### config.mk
export PLATFORM = sky130hd
export DESIGN_NAME = pwm_duty_meter
export DESIGN_NICKNAME = d
export VERILOG_FILES = /design/src/rtl/pwm_meter_pkg.sv /design/src/rtl/pwm_in_conditioner.sv /design/src/rtl/pwm_duty_meter.sv
export SDC_FILE = /design/constraint.sdc
export NUM_CORES = 1
export LEC_CHECK = 0
export ABC_AREA = 0
export ABC_CLOCK_PERIOD_IN_PS = 5950
export CAP_MARGIN = 20
export CORE_MARGIN = 5
export CORE_UTILIZATION = 45
export CTS_BUF_LIST = sky130_fd_sc_hd__clkbuf_4
export CTS_CLUSTER_DIAMETER = 120
export DETAILED_ROUTE_END_ITERATION = 8
export GPL_ROUTABILITY_DRIVEN = 0
export SKIP_LAST_GASP = 1
export SLEW_MARGIN = 0
export SYNTH_ARGS = -nofsm -noshare
export SYNTH_HDL_FRONTEND = slang
export SYNTH_SLANG_ARGS = --single-unit
### constraint.sdc
create_clock -name clk -period 5.95 [get_ports clk]
set_clock_uncertainty 0.2 [all_clocks]
set_input_delay 1.19 -clock clk [delete_from_list [all_inputs] [get_ports clk]]
set_output_delay 1.19 -clock clk [all_outputs]
set_load 0.05 [all_outputs]
### src/rtl/pwm_meter_pkg.sv
// Shared types, default parameters and the duty helper for the PWM duty meter.
package pwm_meter_pkg;

    localparam int unsigned DUTY_W_DEF      = 3;
    localparam int unsigned WIN_LOG2_DEF    = 10;
    localparam int unsigned SYNC_STAGES_DEF = 2;
    localparam int unsigned GLITCH_CYC_DEF  = 3;

    typedef enum logic [1:0] {
        UNKNOWN = 2'b00,
        RISING  = 2'b01,
        FALLING = 2'b10,
        STEADY  = 2'b11
    } trend_t;

    // A window that is high on every sample would otherwise overflow the code by one.
    function automatic logic [31:0] sat_duty(input logic [31:0]   total,
                                             input int unsigned   win_log2,
                                             input int unsigned   duty_w);
        logic [31:0] full;
        full = 32'd1 << win_log2;
        if (total >= full) begin
            return (32'd1 << duty_w) - 32'd1;
        end
        return total >> (win_log2 - duty_w);
    endfunction

endpackage

### src/rtl/pwm_in_conditioner.sv
// Synchronizes pwm_in, optionally deglitches it (DEGLITCH_EN), and flags level changes.
module pwm_in_conditioner
    import pwm_meter_pkg::*;
#(
    parameter int unsigned SYNC_STAGES = SYNC_STAGES_DEF,
    parameter int unsigned GLITCH_CYC  = GLITCH_CYC_DEF
) (
    input  logic clk,
    input  logic rst_n,
    input  logic pwm_in,
    output logic s_q,
    output logic toggle
);

    if (SYNC_STAGES < 2 || GLITCH_CYC < 1) begin : g_bad_cfg
        $error("pwm_in_conditioner: SYNC_STAGES must be >= 2 and GLITCH_CYC >= 1");
    end

    logic [SYNC_STAGES-1:0] sync_q;
    logic                   raw;
    logic                   s_cur;
    logic                   prev_q;

    always_ff @(posedge clk or negedge rst_n) begin
        if (!rst_n) begin
            sync_q <= '0;
        end else begin
            sync_q <= {sync_q[SYNC_STAGES-2:0], pwm_in};
        end
    end

    assign raw = sync_q[SYNC_STAGES-1];

`ifdef DEGLITCH_EN
    localparam int unsigned GC_W = $clog2(GLITCH_CYC + 1);

    logic [GC_W-1:0] stable_cnt;
    logic            filt_q;

    // Counts consecutive cycles the raw level disagrees with the accepted level.
    always_ff @(posedge clk or negedge rst_n) begin
        if (!rst_n) begin
            filt_q     <= 1'b0;
            stable_cnt <= '0;
        end else if (raw == filt_q) begin
            stable_cnt <= '0;
        end else if (stable_cnt == GC_W'(GLITCH_CYC - 1)) begin
            filt_q     <= raw;
            stable_cnt <= '0;
        end else begin
            stable_cnt <= stable_cnt + GC_W'(1);
        end
    end

    assign s_cur = filt_q;
`else
    assign s_cur = raw;
`endif

    always_ff @(posedge clk or negedge rst_n) begin
        if (!rst_n) begin
            prev_q <= 1'b0;
        end else begin
            prev_q <= s_cur;
        end
    end

    assign s_q    = s_cur;
    assign toggle = s_cur ^ prev_q;

endmodule

### src/rtl/pwm_duty_meter.sv
// Recovers duty code, fade trend and stuck status from a PWM line per 2^WIN_LOG2 window.
// Optional input deglitch enabled by defining DEGLITCH_EN.
module pwm_duty_meter
    import pwm_meter_pkg::*;
#(
    parameter int unsigned DUTY_W      = DUTY_W_DEF,
    parameter int unsigned WIN_LOG2    = WIN_LOG2_DEF,
    parameter int unsigned SYNC_STAGES = SYNC_STAGES_DEF,
    parameter int unsigned GLITCH_CYC  = GLITCH_CYC_DEF
) (
    input  logic              clk,
    input  logic              rst_n,
    input  logic              pwm_in,
    output logic [DUTY_W-1:0] duty,
    output logic              duty_valid,
    output logic [1:0]        trend,
    output logic              stuck_hi,
    output logic              stuck_lo
);

    if (WIN_LOG2 < DUTY_W) begin : g_bad_cfg
        $error("pwm_duty_meter: WIN_LOG2 must be >= DUTY_W");
    end

    logic                s_q;
    logic                toggle;
    logic [WIN_LOG2-1:0] win_cnt;
    logic [WIN_LOG2:0]   high_cnt;
    logic [WIN_LOG2:0]   total;
    logic                trans_q;
    logic                any_trans;
    logic                win_end;
    logic [DUTY_W-1:0]   duty_new;
    logic [DUTY_W-1:0]   prev_duty;
    logic                prev_valid;
    trend_t              state_q;
    trend_t              state_d;

    pwm_in_conditioner #(
        .SYNC_STAGES (SYNC_STAGES),
        .GLITCH_CYC  (GLITCH_CYC)
    ) u_cond (
        .clk    (clk),
        .rst_n  (rst_n),
        .pwm_in (pwm_in),
        .s_q    (s_q),
        .toggle (toggle)
    );

    assign win_end   = (win_cnt == '1);
    assign total     = high_cnt + (WIN_LOG2 + 1)'(s_q);
    assign any_trans = trans_q | toggle;
    assign duty_new  = DUTY_W'(sat_duty(32'(total), WIN_LOG2, DUTY_W));

    always_ff @(posedge clk or negedge rst_n) begin
        if (!rst_n) begin
            win_cnt  <= '0;
            high_cnt <= '0;
            trans_q  <= 1'b0;
        end else begin
            win_cnt <= win_cnt + WIN_LOG2'(1);
            if (win_end) begin
                high_cnt <= '0;
                trans_q  <= 1'b0;
            end else begin
                high_cnt <= total;
                trans_q  <= any_trans;
            end
        end
    end

    always_ff @(posedge clk or negedge rst_n) begin
        if (!rst_n) begin
            duty       <= '0;
            duty_valid <= 1'b0;
            stuck_hi   <= 1'b0;
            stuck_lo   <= 1'b0;
            prev_duty  <= '0;
            prev_valid <= 1'b0;
        end else begin
            duty_valid <= win_end;
            if (win_end) begin
                duty       <= duty_new;
                stuck_hi   <= ~any_trans & s_q;
                stuck_lo   <= ~any_trans & ~s_q;
                prev_duty  <= duty_new;
                prev_valid <= 1'b1;
            end
        end
    end

    always_ff @(posedge clk or negedge rst_n) begin
        if (!rst_n) begin
            state_q <= UNKNOWN;
        end else begin
            state_q <= state_d;
        end
    end

    // The first window after reset only seeds prev_duty; trend stays UNKNOWN.
    always_comb begin
        state_d = state_q;
        if (win_end && prev_valid) begin
            if (duty_new > prev_duty) begin
                state_d = RISING;
            end else if (duty_new < prev_duty) begin
                state_d = FALLING;
            end else begin
                state_d = STEADY;
            end
        end
    end

    assign trend = state_q;

endmodule

# Word level (Yosys, flattened, before mapping)
# Index checks and enable logic that the tools add are counted.
[word_totals]
ff_bits = 34
ram_bits = 0
latchBits = 0
n_memories = 0
output_inout_bits = 8
rom_bits = 0
[op_classes]
n_reduce_logical = 1
bitwise_logic = 6
n_mux = 7
n_mul = 0
eq_ne = 1
div = 0
shifts = 0
addsub = 2
order_cmp = 3
[op_table]
columns = ["operator", "n"]
rows = [
  ["11-bit by 1-bit adder with 11-bit output", 1],
  ["11-bit greater-or-equal comparator (second input constant)", 1],
  ["11-bit 2-to-1 mux", 1],
  ["10-bit by 1-bit adder with 10-bit output (second input constant)", 1],
  ["10-bit equality test (second input constant)", 1],
  ["3-bit 2-to-1 mux", 2],
  ["3-bit > comparator", 1],
  ["3-bit less-than comparator", 1],
  ["1-bit 2-to-1 mux", 3],
  ["1-bit AND", 2],
  ["2-bit 2-to-1 mux", 1],
  ["1-bit inverter", 2],
  ["1-bit logical AND", 1],
  ["1-bit bitwise OR", 1],
  ["1-bit XOR", 1],
]

# Logic depth before layout (Yosys ltp)
[depth]
depth_word = 7
ltp_mapped = 11

# Cells and area by module
# A second synthesis with hierarchy kept.
[unflattened]
cells_unflattened = 134
area_unflattened_um2 = 1557.7
[by_module_without_submodules]
columns = ["module", "area_each_um2", "cells_per_inst", "n_inst"]
rows = [
  ["pwm_duty_meter", 1473.9, 130, 1],
  ["pwm_in_conditioner", 83.8, 4, 1],
]

# Least setup slack after synthesis
# Ideal clock, no wire load.
[synth_path]
path_type = "register -> register"
startpoint = "reg u_cond.sync_q[1]"
endpoint = "reg state_q[1] (netlist: trend[1])"
stages_incl_launch_ff = 11
arrival_ns = 2.170
slack_ns = 3.498
cell_sequence = "dfrtp_1 ha_1 ha_1 nand2_1 nor3_4 mux2i_1 ha_1 nor2b_1 o21a_1 o21a_1 a31oi_1"
[synth_via]
elab_chain_len = 6
[synth_rtl]
columns = ["element", "line", "text"]
rows = [
  ["from (decl)", "pwm_in_conditioner.sv:19", "logic [SYNC_STAGES-1:0] sync_q;"],
  ["from (signal assigned)", "pwm_in_conditioner.sv:28", "sync_q <= {sync_q[SYNC_STAGES-2:0], pwm_in};"],
  ["11-bit by 1-bit adder with 11-bit output (*)", "pwm_duty_meter.sv:51", "assign total = high_cnt + (WIN_LOG2 + 1)'(s_q);"],
  ["11-bit greater-or-equal comparator", "pwm_meter_pkg.sv:22", "if (total >= full) begin"],
  ["1-bit 2-to-1 mux", "pwm_meter_pkg.sv:22", ""],
  ["3-bit 2-to-1 mux (*)", "pwm_meter_pkg.sv:25", "return total >> (win_log2 - duty_w);"],
  ["named net duty_new[1]", "pwm_duty_meter.sv:33", "logic [DUTY_W-1:0] duty_new;"],
  ["3-bit > comparator (*)", "pwm_duty_meter.sv:104", "if (duty_new > prev_duty) begin"],
  ["2-bit 2-to-1 mux (*)", "pwm_duty_meter.sv:104", ""],
  ["to (signal assigned)", "pwm_duty_meter.sv:96", "state_q <= state_d;"],
  ["to (decl)", "pwm_duty_meter.sv:36", "trend_t state_q;"],
]
# Mark *: on every way through the listed nets, which the timed path passes. The rest lies on a longest branch.
# A chain may end at the register's enable or synchronous reset.

==> flow_metrics.py <==
metrics = {
    "sta": {
        "hold_ws_ns": 0.164,
        "post-route-period-util_pct": 49.4,
        "maxSlewHeadroom_pct": 40.5,
        "finalMaxSlewViolations": 0,
        "setup_ws_ns": 3.01,
        "fmax_ghz": 0.340,
        "rsz0062_at_grt": "no",
        "hold_violations": 0,
        "fin_tns_setup_ns": 0,
        "finalCriticalPeriod_ns": 2.94,
        "setup_viol": 0,
        "worstMarginPinSlew_ns": 0.890,
    },
    "power_and_ir_drop": {
        "p_per_area_nw_per_um2": 260,
        "seq_power_share_pct": 60.8,
        "pwr-share-clk_pct": 26.7,
        "combPwrFrac_pct": 12.4,
        "power.internal_uw": 330,
        "p_sw_uw": 128,
        "p_leak_uw": 0.000794,
        "peakVddDrop_v": 0.000151,
        "netSwitchingFraction_pct": 27.9,
        "finalPower_uw": 458,
    },
    "synthesis": {
        "netlist_instances": 134,
        "synth-edff-count": 0,
        "yosys-top-cells-area": "dfrtp_1, xnor2_1, ha_1, nor2_1, xor2_1",
        "syn-num-nets": 143,
        "avgSynthCellArea_um2": 11.7,
        "synth_most_common_cell": "dfrtp_1",
        "yosysTopAreaCell": "dfrtp_1",
        "synth-seq-cells": 34,
        "synth_common_cells": "dfrtp_1, nor2_1, xnor2_1",
        "netlist_area_um2": 1560,
        "synth_seq_area_share_pct": 54.5,
        "synth-main-ff-cell": "dfrtp_1",
        "synth-async-reset-ratio_pct": 100,
        "yosysTopAreaCellShare_pct": 54.5,
        "synth_warnings": 0,
        "ys_types": 34,
    },
    "worst_setup_path": {
        "required_ns": 4.56,
        "cp_num_buf_inv": 1,
        "critical_path.cell_chain": "clkdlybuf4s50_1",
        "crit_slowest_cell": "clkdlybuf4s50_1",
        "crit_type": "flop to output pin",
        "cp.arrival_ns": 1.55,
        "crit_path_start_kind": "flop",
        "crit_path_end_kind": "output pin",
        "critPathMaxFanout": 3,
        "cpPeakStageDelay_ns": 0.82,
        "crit_family": "buffers and inverters",
    },
    "routing": {
        "wl_um": 2410,
        "wl_per_cell_um": 12.3,
        "first_pass_iters": 2,
        "drt_iter0_drc": 39,
        "antenna_left": 0,
        "vias": 953,
        "viasPerCell": 4.86,
        "post-route-drc-count": 0,
    },
    "clock_tree": {
        "clock_latency_ns": 0.33,
        "cts_made_buffers": 5,
        "cts.sinks": 34,
        "clk_pin_slew_ns": 0.10,
        "cts_hold_buffers": 0,
        "cts_resized": 0,
        "cts_root_buf": "clkbuf_4",
        "post_cts_buffers": 0,
        "cts_tree": "built",
        "htree_levels": 2,
        "cts.path.max_buffers": 2,
    },
    "run": {
        "cap_violations": 0,
    },
    "die": {
        "die_w_um": 68.9,
        "core_um2": 3340,
        "die_y_um": 68.9,
        "rows": 21,
        "initial_core_util_pct": 46.8,
        "die_area_um2": 4750,
        "io_pins": 11,
    },
    "placed_design": {
        "hpwl_um": 1740,
        "dp_slack_ns": 3.30,
        "portBuffers": 10,
    },
    "global_route": {
        "track_usage_pct": 12.5,
        "grt_pass1_wl_um": 4220,
        "antenna_found_initial": 0,
        "grt_max_degree": 35,
        "gr-total-overflow": 0,
        "grt_pass1_vias": 938,
    },
    "min_path": {
        "holdCritPathClass": "flop to flop",
    },
    "finish": {
        "fin_nets": 158,
        "drive_gt1_share_pct": 12.0,
        "diodes": 0,
        "syn_to_final_growth_pct": 12.7,
    },
    "outcome": {
        "status": "finished clean",
    },
}
stage by stage:
step	cells	instance area, µm²	util (%)
2_1_floorplan	134	1560	-
3_3_place_gp	188	1710	51.1
3_5_place_dp	188	1710	51.1
4_1_cts	196	1760	52.7
5_1_grt	196	1760	52.7
6_report	196	1760	52.7
registers in the layout, indices dropped and copies added, names as in the netlist:
signal / cells
high_cnt: 11
win_cnt: 10
prev_duty: 3
trend: 2
u_cond.sync_q: 2
duty_valid: 1
prev_valid: 1
stuck_hi: 1
stuck_lo: 1
trans_q: 1
u_cond.prev_q: 1
area by class of cell:
| class | count | area [µm²] |
|---|---|---|
| fill | 302 | 1580 |
| sequential | 34 | 851 |
| multi-input combinational | 90 | 663 |
| timing repair buffer | 11 | 108 |
| tap | 46 | 57.6 |
| clock buffer | 6 | 45.0 |
| inverter | 7 | 26.3 |
| clock inverter | 2 | 8.76 |
power groups by stage:
| stage | combinational [µW] | clock (µW) | sequential (µW) |
|---|---|---|---|
| finish | 56.9 | 122 | 279 |
| global route | 66.6 | 139 | 283 |
| CTS | 58.7 | 129 | 279 |
| detailed placement | 58.3 | 0 | 283 |
| global placement | 56.2 | 0 | 281 |
| floorplan | 43.8 | 0 | 279 |
per-layer routing:
layer | track usage (%) | vias to the layer above | wire [µm]
li1 | - | 482 | -
met1 | 14.8 | 453 | 1130
met2 | 19.5 | 13 | 1120
met3 | 5.02 | 5 | 108
met4 | 6.57 | 0 | 53
met5 | 0 | - | 0
worst reg2reg max path, stage by stage, from the launching register on:
cell and delay [ns]:
dfrtp_1 0.43, ha_1 0.21, ha_1 0.21, nand2_1 0.17
nor3_4 0.21, mux2i_1 0.26, ha_1 0.27, nor2b_1 0.14
o21a_1 0.18, o21a_1 0.17, a31oi_1 0.16
layout by cell type (no fill, tap or decap), types with 2 or more instances in the layout:
| cell type | instances |
|---|---|
| a21oi_1 | 3 |
| a31oi_1 | 3 |
| and2_1 | 2 |
| and3_1 | 2 |
| clkbuf_4 | 6 |
| clkdlybuf4s50_1 | 10 |
| dfrtp_1 | 34 |
| ha_1 | 6 |
| inv_1 | 7 |
| mux2_2 | 2 |
| nand2_1 | 4 |
| nand3_1 | 8 |
| nand4_1 | 2 |
| nor2_1 | 16 |
| nor2b_1 | 3 |
| nor3_1 | 2 |
| nor3_4 | 2 |
| o21a_1 | 2 |
| o21ai_0 | 2 |
| xnor2_1 | 13 |
| xor2_1 | 6 |
final timing paths:
kind                                         endpoint                       start  slack (ns)  depth (start not counted)
setup / recovery                              duty[1]    prev_duty[1]$_DFFE_PN0P_        3.01                          1
hold / removal             u_cond.sync_q[1]$_DFF_PN0_  u_cond.sync_q[0]$_DFF_PN0_        0.16                          0
setup reg to reg                 trend[1]$_DFFE_PN0P_  u_cond.sync_q[1]$_DFF_PN0_        3.28                         10
hold reg to reg            u_cond.sync_q[1]$_DFF_PN0_  u_cond.sync_q[0]$_DFF_PN0_        0.16                          0
max in group asynchronous    prev_duty[2]$_DFFE_PN0P_                       rst_n        4.20                          2
min in group asynchronous       high_cnt[6]$_DFF_PN0_                       rst_n        1.05                          2
logic make-up after synthesis:
| kind of cell | after synthesis | synth area share (%) |
|---|---|---|
| buffers and inverters | 10 | 3.04 |
| AND/OR/NAND/NOR | 49 | 18.8 |
| AO/OA/AOI/OAI | 12 | 5.13 |
| XOR/XNOR | 19 | 10.7 |
| multiplexers | 4 | 3.04 |
| flip-flops | 34 | 54.5 |
| adder cells (fa/ha/maj) | 6 | 4.81 |
Note: power is estimated with default switching activity, not from simulation.
